===== config.mk =====
export PLATFORM = sky130hd
export DESIGN_NAME = int_rx
export DESIGN_NICKNAME = d
export VERILOG_FILES = /design/src/rtl/int_rx_pkg.sv /design/src/rtl/int_rx.sv
export SDC_FILE = /design/constraint.sdc
export NUM_CORES = 1
export LEC_CHECK = 0
export BUFFER_PORTS_ARGS = -buffer_cell sky130_fd_sc_hd__buf_4
export CAP_MARGIN = 10
export CORE_MARGIN = 4
export CORE_UTILIZATION = 35
export DETAILED_ROUTE_END_ITERATION = 8
export GPL_ROUTABILITY_DRIVEN = 0
export PLACE_DENSITY = 0.61
export REMOVE_ABC_BUFFERS = 1
export SYNTH_ARGS = -nofsm -noshare
export SYNTH_HDL_FRONTEND = slang
export SYNTH_SLANG_ARGS = --single-unit
export TNS_END_PERCENT = 50

===== constraint.sdc =====
create_clock -name CLK -period 2.2 [get_ports CLK]
set_clock_uncertainty 0.05 [all_clocks]
set_input_delay 0 -clock CLK [delete_from_list [all_inputs] [get_ports CLK]]
set_output_delay 0 -clock CLK [all_outputs]
set_load 0.01 [all_outputs]

===== src/rtl/int_rx_pkg.sv =====
// ============================================================================
// Module  : int_rx_pkg
// Brief   : Shared UART/ALU definitions: receive-FSM state codes, operand slot
//           indices and default operand/opcode widths.
// Revision: 1.0  initial release
// ============================================================================
`default_nettype none

package int_rx_pkg;

    localparam int NBIT_DEF = 8;
    localparam int NOP_DEF  = 6;

    typedef enum logic [2:0] {
        ST_IDLE   = 3'd0,
        ST_LEER   = 3'd1,
        ST_EXEC   = 3'd2,
        ST_ENVIAR = 3'd3
    } rx_state_t;

    localparam logic [1:0] SLOT_A  = 2'd0;
    localparam logic [1:0] SLOT_B  = 2'd1;
    localparam logic [1:0] SLOT_OP = 2'd2;

endpackage : int_rx_pkg

`default_nettype wire


===== src/rtl/int_rx.sv =====
// ============================================================================
// Module  : int_rx
// Brief   : Assembles {operand A, operand B, opcode} frames from the RX FIFO
//           and hands each complete frame to the transmit side.
// Revision: 1.0  initial release
// ============================================================================
`default_nettype none

module int_rx
    import int_rx_pkg::*;
#(
    parameter int NBIT = NBIT_DEF,
    parameter int NOP  = NOP_DEF
) (
    input  logic            CLK,
    input  logic            RESET,
    input  logic            fifo_empty,
    input  logic [NBIT-1:0] DATA_FIFO,
    input  logic            tx_idle,
    output logic            RD_FIFO,
    output logic [NBIT-1:0] DATO_A,
    output logic [NBIT-1:0] DATO_B,
    output logic [NOP-1:0]  OPCODE,
    output logic            enviar,
    output logic [2:0]      STATE
);

    rx_state_t       state_q, state_d;
    logic [1:0]      cnt_q, cnt_d;
    logic [NBIT-1:0] dato_a_q, dato_a_d;
    logic [NBIT-1:0] dato_b_q, dato_b_d;
    logic [NOP-1:0]  opcode_q, opcode_d;
    logic            rd_d;
    logic            env_d;

    always_ff @(posedge CLK or posedge RESET) begin
        if (RESET) begin
            state_q  <= ST_IDLE;
            cnt_q    <= SLOT_A;
            dato_a_q <= '0;
            dato_b_q <= '0;
            opcode_q <= '0;
        end else begin
            state_q  <= state_d;
            cnt_q    <= cnt_d;
            dato_a_q <= dato_a_d;
            dato_b_q <= dato_b_d;
            opcode_q <= opcode_d;
        end
    end

    always_comb begin
        state_d  = state_q;
        cnt_d    = cnt_q;
        dato_a_d = dato_a_q;
        dato_b_d = dato_b_q;
        opcode_d = opcode_q;
        rd_d     = 1'b0;
        env_d    = 1'b0;

        case (state_q)
            ST_IDLE: begin
                if (!fifo_empty) begin
                    rd_d    = 1'b1;
                    state_d = ST_LEER;
                end
            end

            // Read data arrives one cycle after the strobe, so capture here.
            ST_LEER: begin
                case (cnt_q)
                    SLOT_A:  dato_a_d = DATA_FIFO;
                    SLOT_B:  dato_b_d = DATA_FIFO;
                    default: opcode_d = DATA_FIFO[NOP-1:0];
                endcase
                if (cnt_q < SLOT_OP) begin
                    cnt_d   = cnt_q + 2'd1;
                    state_d = ST_IDLE;
                end else begin
                    state_d = ST_EXEC;
                end
            end

            ST_EXEC: begin
                state_d = ST_ENVIAR;
            end

            ST_ENVIAR: begin
                if (tx_idle) begin
                    env_d   = 1'b1;
                    cnt_d   = SLOT_A;
                    state_d = ST_IDLE;
                end
            end

            default: begin
                state_d = ST_IDLE;
            end
        endcase
    end

    // Gated by RESET so both strobes drop the moment reset is applied.
    assign RD_FIFO = rd_d  & ~RESET;
    assign enviar  = env_d & ~RESET;
    assign DATO_A  = dato_a_q;
    assign DATO_B  = dato_b_q;
    assign OPCODE  = opcode_q;
    assign STATE   = state_q;

endmodule : int_rx

`default_nettype wire


==> results.cfg, run 1 <==
[power_and_ir_drop]
p_per_area_nw_per_um2 = 1410
max-vdd-ir-drop_uv = 555
comb_power_share_pct = 44.6
p_switching_uw = 702
seqPwrFrac_pct = 40.8
pwr-share-clk_pct = 14.6
power.internal_uw = 1490
swShare_pct = 32.0
leakagePower_uw = 0.000725
power.total_uw = 2190

[worst_setup_path]
required_ns = 2.36
crit_path_end_kind = flop
cp-start-kind = flop
reg2reg_to = OPCODE[5]
slowest_delay_ns = 0.45
r2r_slack_ns = 0.54
crit_chain = inv_1 > ha_1 > nor3b_4 > mux2_2
worstSetupPathType = reg2reg
crit_end = OPCODE[5]
crit_fanout = 6
worstPathArrival_ns = 1.82
regToRegStartpoint = cnt_q[1]
cp-startpoint = cnt_q[1]
reg2reg_depth = 4
cp_slowest_cell = dfrtp_1

[logic_synthesis]
synth_top_area_share_pct = 60.3
yosysTopAreaCell = dfrtp_1
yosysUniqueCellTypes = 17
yosys.area_share.simple_pct = 7.54
ys_seq_elements = 26
synth_fa_ha_area_share_pct = 2.32
synth_seq_area_share_pct = 60.3
synth_warnings = 0
synthTopCellsByArea = dfrtp_1, mux2_2, a21oi_1
synthCells = 75
syn_area_um2 = 1080
yosys.area_share.xor_xnor_pct = 0
synthMuxAreaShare_pct = 23.0
postSynthAreaPerCell_um2 = 14.4
synth_compound_gate_area_share_pct = 4.06
synth_top_family_by_area = multiplexers

[floorplan]
die_y_um = 63.5
start_util_pct = 37.8
design.core.area_um2 = 2850
die_w_um = 63.5
dieArea_um2 = 4030
io-pin-count = 39
std_cell_rows = 19

[drt]
drc = 0
met3_length_um = 110
num_vias = 754
drtAntennaViolNets = 0
m1WireLength_um = 1010
dr.pass1.iters = 2
wl_per_cell_um = 14.2
wirelength_um = 2230
top_layer = met4
drt_iter0_drc = 4
dr_wl_met2_um = 1090
via_per_inst = 4.80

[final_layout]
nets = 141
area_delta_synth_final_pct = 43.7
drive_above_1_share_pct = 52.4
fillers = 242
num_antenna_cells = 0

[sta]
rsz0062_at_grt = false
min_period_over_period_pct = 75.5
whs_ns = 0.236
layout_min_cycle_time_ns = 1.66
fin_tns_setup_ns = 0
fmax_mhz = 602
slew_violations = 0
hold_viol = 0
setup_viol = 0

[clocking]
post-cts-setup-buffers = 0
cts_sinks = 26
cts_buffer_depth = 2
path_clk_slew_ns = 0.14
clk_latency_ns = 0.32
holdBufCountCts = 11
root_buffer = clkbuf_4
cts_buffers = 3
htreeDepth = 1
cts_resized = 0
cts_tree = done

[hold_path]
hp-class = in2async

[placed_design]
post-dp-hpwl_um = 1580
numPortBuffers = 37

[job]
max-cap-violations = 0

[global_routing]
grt_remaining_overflow = 0
track_usage_pct = 12.2
antenna_found_initial = 0
grt_max_degree = 27
grt_pass1_wl_um = 3850
grt_pass1_vias = 775

[status]
status = completed
## cells in the final DEF, fill, tap and decap left out, types with 2 or more instances in the layout
cell	n
a21oi_1	5
buf_4	38
clkbuf_4	3
dfrtp_1	26
dlygate4sd3_1	11
ha_1	2
inv_1	3
mux2_2	22
nand2_1	4
nor3b_1	2
## worst min-delay path by stage
stage                end  start  cells past startpoint
2_1_floorplan  DATO_A[0]  RESET                      1
3_3_place_gp    STATE[1]  RESET                      3
3_5_place_dp    STATE[1]  RESET                      3
4_1_cts         STATE[0]  RESET                      4
5_1_grt         STATE[0]  RESET                      4
6_report        STATE[0]  RESET                      4
## cells by family (layout without fill, tap and decap cells)
logic type,after synthesis,count (layout)
buf+inv,5,56
flops,26,26
fa+ha+maj,2,2
other cells,1,1
simple gates,11,11
mux,22,22
compound gates,8,8
## flip-flops by register name, indices dropped and copies added (netlist names)
name	count
DATO_A	8
DATO_B	8
OPCODE	6
STATE	2
cnt_q	2
## cells in the mapped netlist
cell type  instances
nor3b_4            1
nor4_1             1
dfrtp_1           26
o21ai_0            1
a21oi_1            5
nand2_1            4
nor2b_4            1
buf_4              2
conb_1             1
a31oi_1            1
ha_1               2
mux2_2            22
o21bai_1           1
nor2b_1            1
inv_1              3
nand2b_1           1
nor3b_1            2
## metal layers
layer	vias to the layer above	global-route usage (%)
li1	362	-
met1	364	15.8
met2	26	19.8
met3	2	2.31
met4	0	4.85
met5	-	0
## final cells by class
cell class | instances | area [um^2] | share of cell area (%)
flip-flops and latches | 26 | 651 | 42.0
inverters | 3 | 11.3 | 0.726
clock inverters | 1 | 30.0 | 1.94
multi-input cells | 44 | 402 | 25.9
clock buffers | 3 | 22.5 | 1.45
well taps | 31 | 38.8 | 2.50
repair buffers | 49 | 395 | 25.5
## critical path, delay by kind of cell, from the launching register on
family	cells	cell delay (ns)
fa+ha+maj	1	0.23
buf+inv	1	0.09
flops	1	0.45
mux	1	0.38
simple gates	1	0.37
## power groups by stage
stage	registers [uW]	clock network, uW	logic, uW
after detailed placement	907	0	977
after global placement	900	0	955
after floorplan	993	0	408
after global routing	937	361	1060
final	895	319	977
after CTS	892	335	994
## metrics by stage
stage / worst slack [ns] / util, % / instances / instance area [um^2]
after floorplan: 0.685 / - / 73 / 1060
after global placement: 0.611 / 48.6 / 142 / 1390
after detailed placement: 0.548 / 48.6 / 142 / 1390
after CTS: 0.529 / 54.3 / 157 / 1550
after global routing: 0.463 / 54.3 / 157 / 1550
final: 0.540 / 54.3 / 157 / 1550
No activity file was read; power rests on OpenSTA's default activity.
==> inputs of run 2 (changes only) <==
--- a/config.mk
+++ b/config.mk
@@ -11,7 +11,7 @@
 export CORE_UTILIZATION = 35
 export DETAILED_ROUTE_END_ITERATION = 8
 export GPL_ROUTABILITY_DRIVEN = 0
-export PLACE_DENSITY = 0.61
+export PLACE_DENSITY = 0.63
 export REMOVE_ABC_BUFFERS = 1
 export SYNTH_ARGS = -nofsm -noshare
 export SYNTH_HDL_FRONTEND = slang
==> constraint.sdc (replaced) <==
create_clock -name CLK -period 1.5 [get_ports CLK]
set_clock_uncertainty 0.05 [all_clocks]
set_input_delay 0 -clock CLK [delete_from_list [all_inputs] [get_ports CLK]]
set_output_delay 0 -clock CLK [all_outputs]
set_load 0.01 [all_outputs]
==> run 2 against run 1 <==
  * Global-route usage rose by 0.43 points
  * Sequential power is 40% higher
  * Die area unchanged
  * Worst setup slack worse by 0.50 ns
  * Clock power up 7.2%
  * First-iteration DRC count increased to 5.3 times the previous value
  * Total power up 52%
  * Utilization rose by 3.5 points
  * Register-to-register slack worse by 0.50 ns
  * Clock-buffer cell count rose by 1
  * Highest routed layer unchanged
==> results.cfg, run 2 (synthesis gave the netlist of run 1 again) <==
[status]
status = completed

[sta]
fin_tns_setup_ns = 0
setup_viol = 0
rsz0062_at_grt = true
fmax_mhz = 684
fin_ws_ns = 0.0373
layout_min_cycle_time_ns = 1.46
min_period_over_period_pct = 97.5
hold_viol = 0
slew_violations = 0

[final_layout]
fin_area_um2 = 1650
layout_common_cells = buf_4, dfrtp_1, mux2_2
nets = 151
num_antenna_cells = 0
fillers = 230
area_delta_synth_final_pct = 52.9
drive_above_1_share_pct = 58.8
post-route-util_pct = 57.8
layout_commonest_cell = buf_4

[drt]
via_per_inst = 4.70
wl_per_cell_um = 13.7
drt_iter0_drc = 21
dr.pass1.iters = 4
num_vias = 785
drc = 0
drtAntennaViolNets = 0
wirelength_um = 2290

[clocking]
cts_tree = done
path_clk_slew_ns = 0.13
root_buffer = clkbuf_4
cts_sinks = 26
cts_buffers = 3
cts_buffer_depth = 2
htreeDepth = 1
clk_latency_ns = 0.31

[global_routing]
top_usage_layer = met2
grt_pass1_wl_um = 4050
met2_usage_pct = 21.0
met1_usage_pct = 15.9
use_met3_pct = 2.66
grt_pass1_vias = 851
grt_max_degree = 27
grt_remaining_overflow = 0
track_usage_pct = 12.6
antenna_found_initial = 0

[worst_setup_path]
crit_buf_inv = 2
cp-start-kind = flop
worstSetupPathType = reg2reg
crit_family = flip-flops
crit_fanout = 3
cp-startpoint = cnt_q[0]
worstPathArrival_ns = 1.63
crit_path_end_kind = flop
cp_slowest_cell = dfrtp_1
regToRegStartpoint = cnt_q[0]
r2r_slack_ns = 0.04
crit_chain = inv_2 > ha_4 > nor3b_4 > buf_4 > mux2_2
slowest_delay_ns = 0.41
required_ns = 1.66

[power_and_ir_drop]
leakagePower_uw = 0.000777
p_per_area_nw_per_um2 = 2020
max-vdd-ir-drop_uv = 978

[placed_design]
numPortBuffers = 37
dpl_cell_area_um2 = 1450
post-place-ws_ns = -0.0969
post-dp-hpwl_um = 1680

[floorplan]
die_y_um = 63.5
start_util_pct = 37.8
std_cell_rows = 19
dieArea_um2 = 4030
io-pin-count = 39
design.core.area_um2 = 2850
die_w_um = 63.5

[job]
max-cap-violations = 0

[hold_path]
hp-class = in2async
## run 2: area by class of cell
class | count | area [um^2] | area share, %
clock buffers | 4 | 36.3 | 2.20
flip-flops and latches | 26 | 651 | 39.5
repair buffers | 59 | 474 | 28.8
well taps | 31 | 38.8 | 2.35
multi-input cells | 44 | 438 | 26.6
inverters | 3 | 11.3 | 0.683
## run 2: power by group
| group | internal (uW) | total [uW] | switching (uW) |
|---|---|---|---|
| Sequential | 1060 | 1250 | 189 |
| Combinational | 1040 | 1740 | 701 |
| Clock | 148 | 342 | 194 |
| Total | 2250 | 3330 | 1080 |
## run 2: timing repair
| item | in CTS | in global routing |
|---|---|---|
| setup buffers | 2 | 0 |
| resized for setup | 3 | 7 |
| hold buffers | 11 | 0 |
| setup endpoints to repair | 6 | 7 |
| hold endpoints to repair | 51 | 0 |
| pin swaps | 1 | 2 |
## run 2: worst register-to-register path: stages, from the launching register on
cell and delay, ns:
dfrtp_1 0.41, inv_2 0.07, ha_4 0.16, nor3b_4 0.21, buf_4 0.15, mux2_2 0.32
## run 2: worst paths after layout
path                              to  depth (start not counted)
hold / removal              STATE[1]                          4
setup / recovery           OPCODE[1]                          5
min in group CLK            STATE[1]                          3
max in group asynchronous  DATO_B[5]                          4
hold reg to reg            DATO_A[6]                          1
setup reg to reg           OPCODE[1]                          5
## run 2: routing by layer
| layer | up-vias | wire length, um |
|---|---|---|
| met2 | 30 | 1100 |
| li1 | 380 | - |
| met1 | 371 | 998 |
| met5 | - | 0 |
| met4 | 0 | 33 |
| met3 | 4 | 161 |
## run 2: through the flow
step | total power [uW] | std cells | hold WS [ns]
CTS | 3290 | 167 | 0.245
global placement | 2830 | 150 | 0.0380
global route | 3590 | 167 | 0.284
detailed placement | 2870 | 150 | 0.0464
floorplan | 2060 | 73 | -0.00998
finish | 3330 | 167 | 0.253
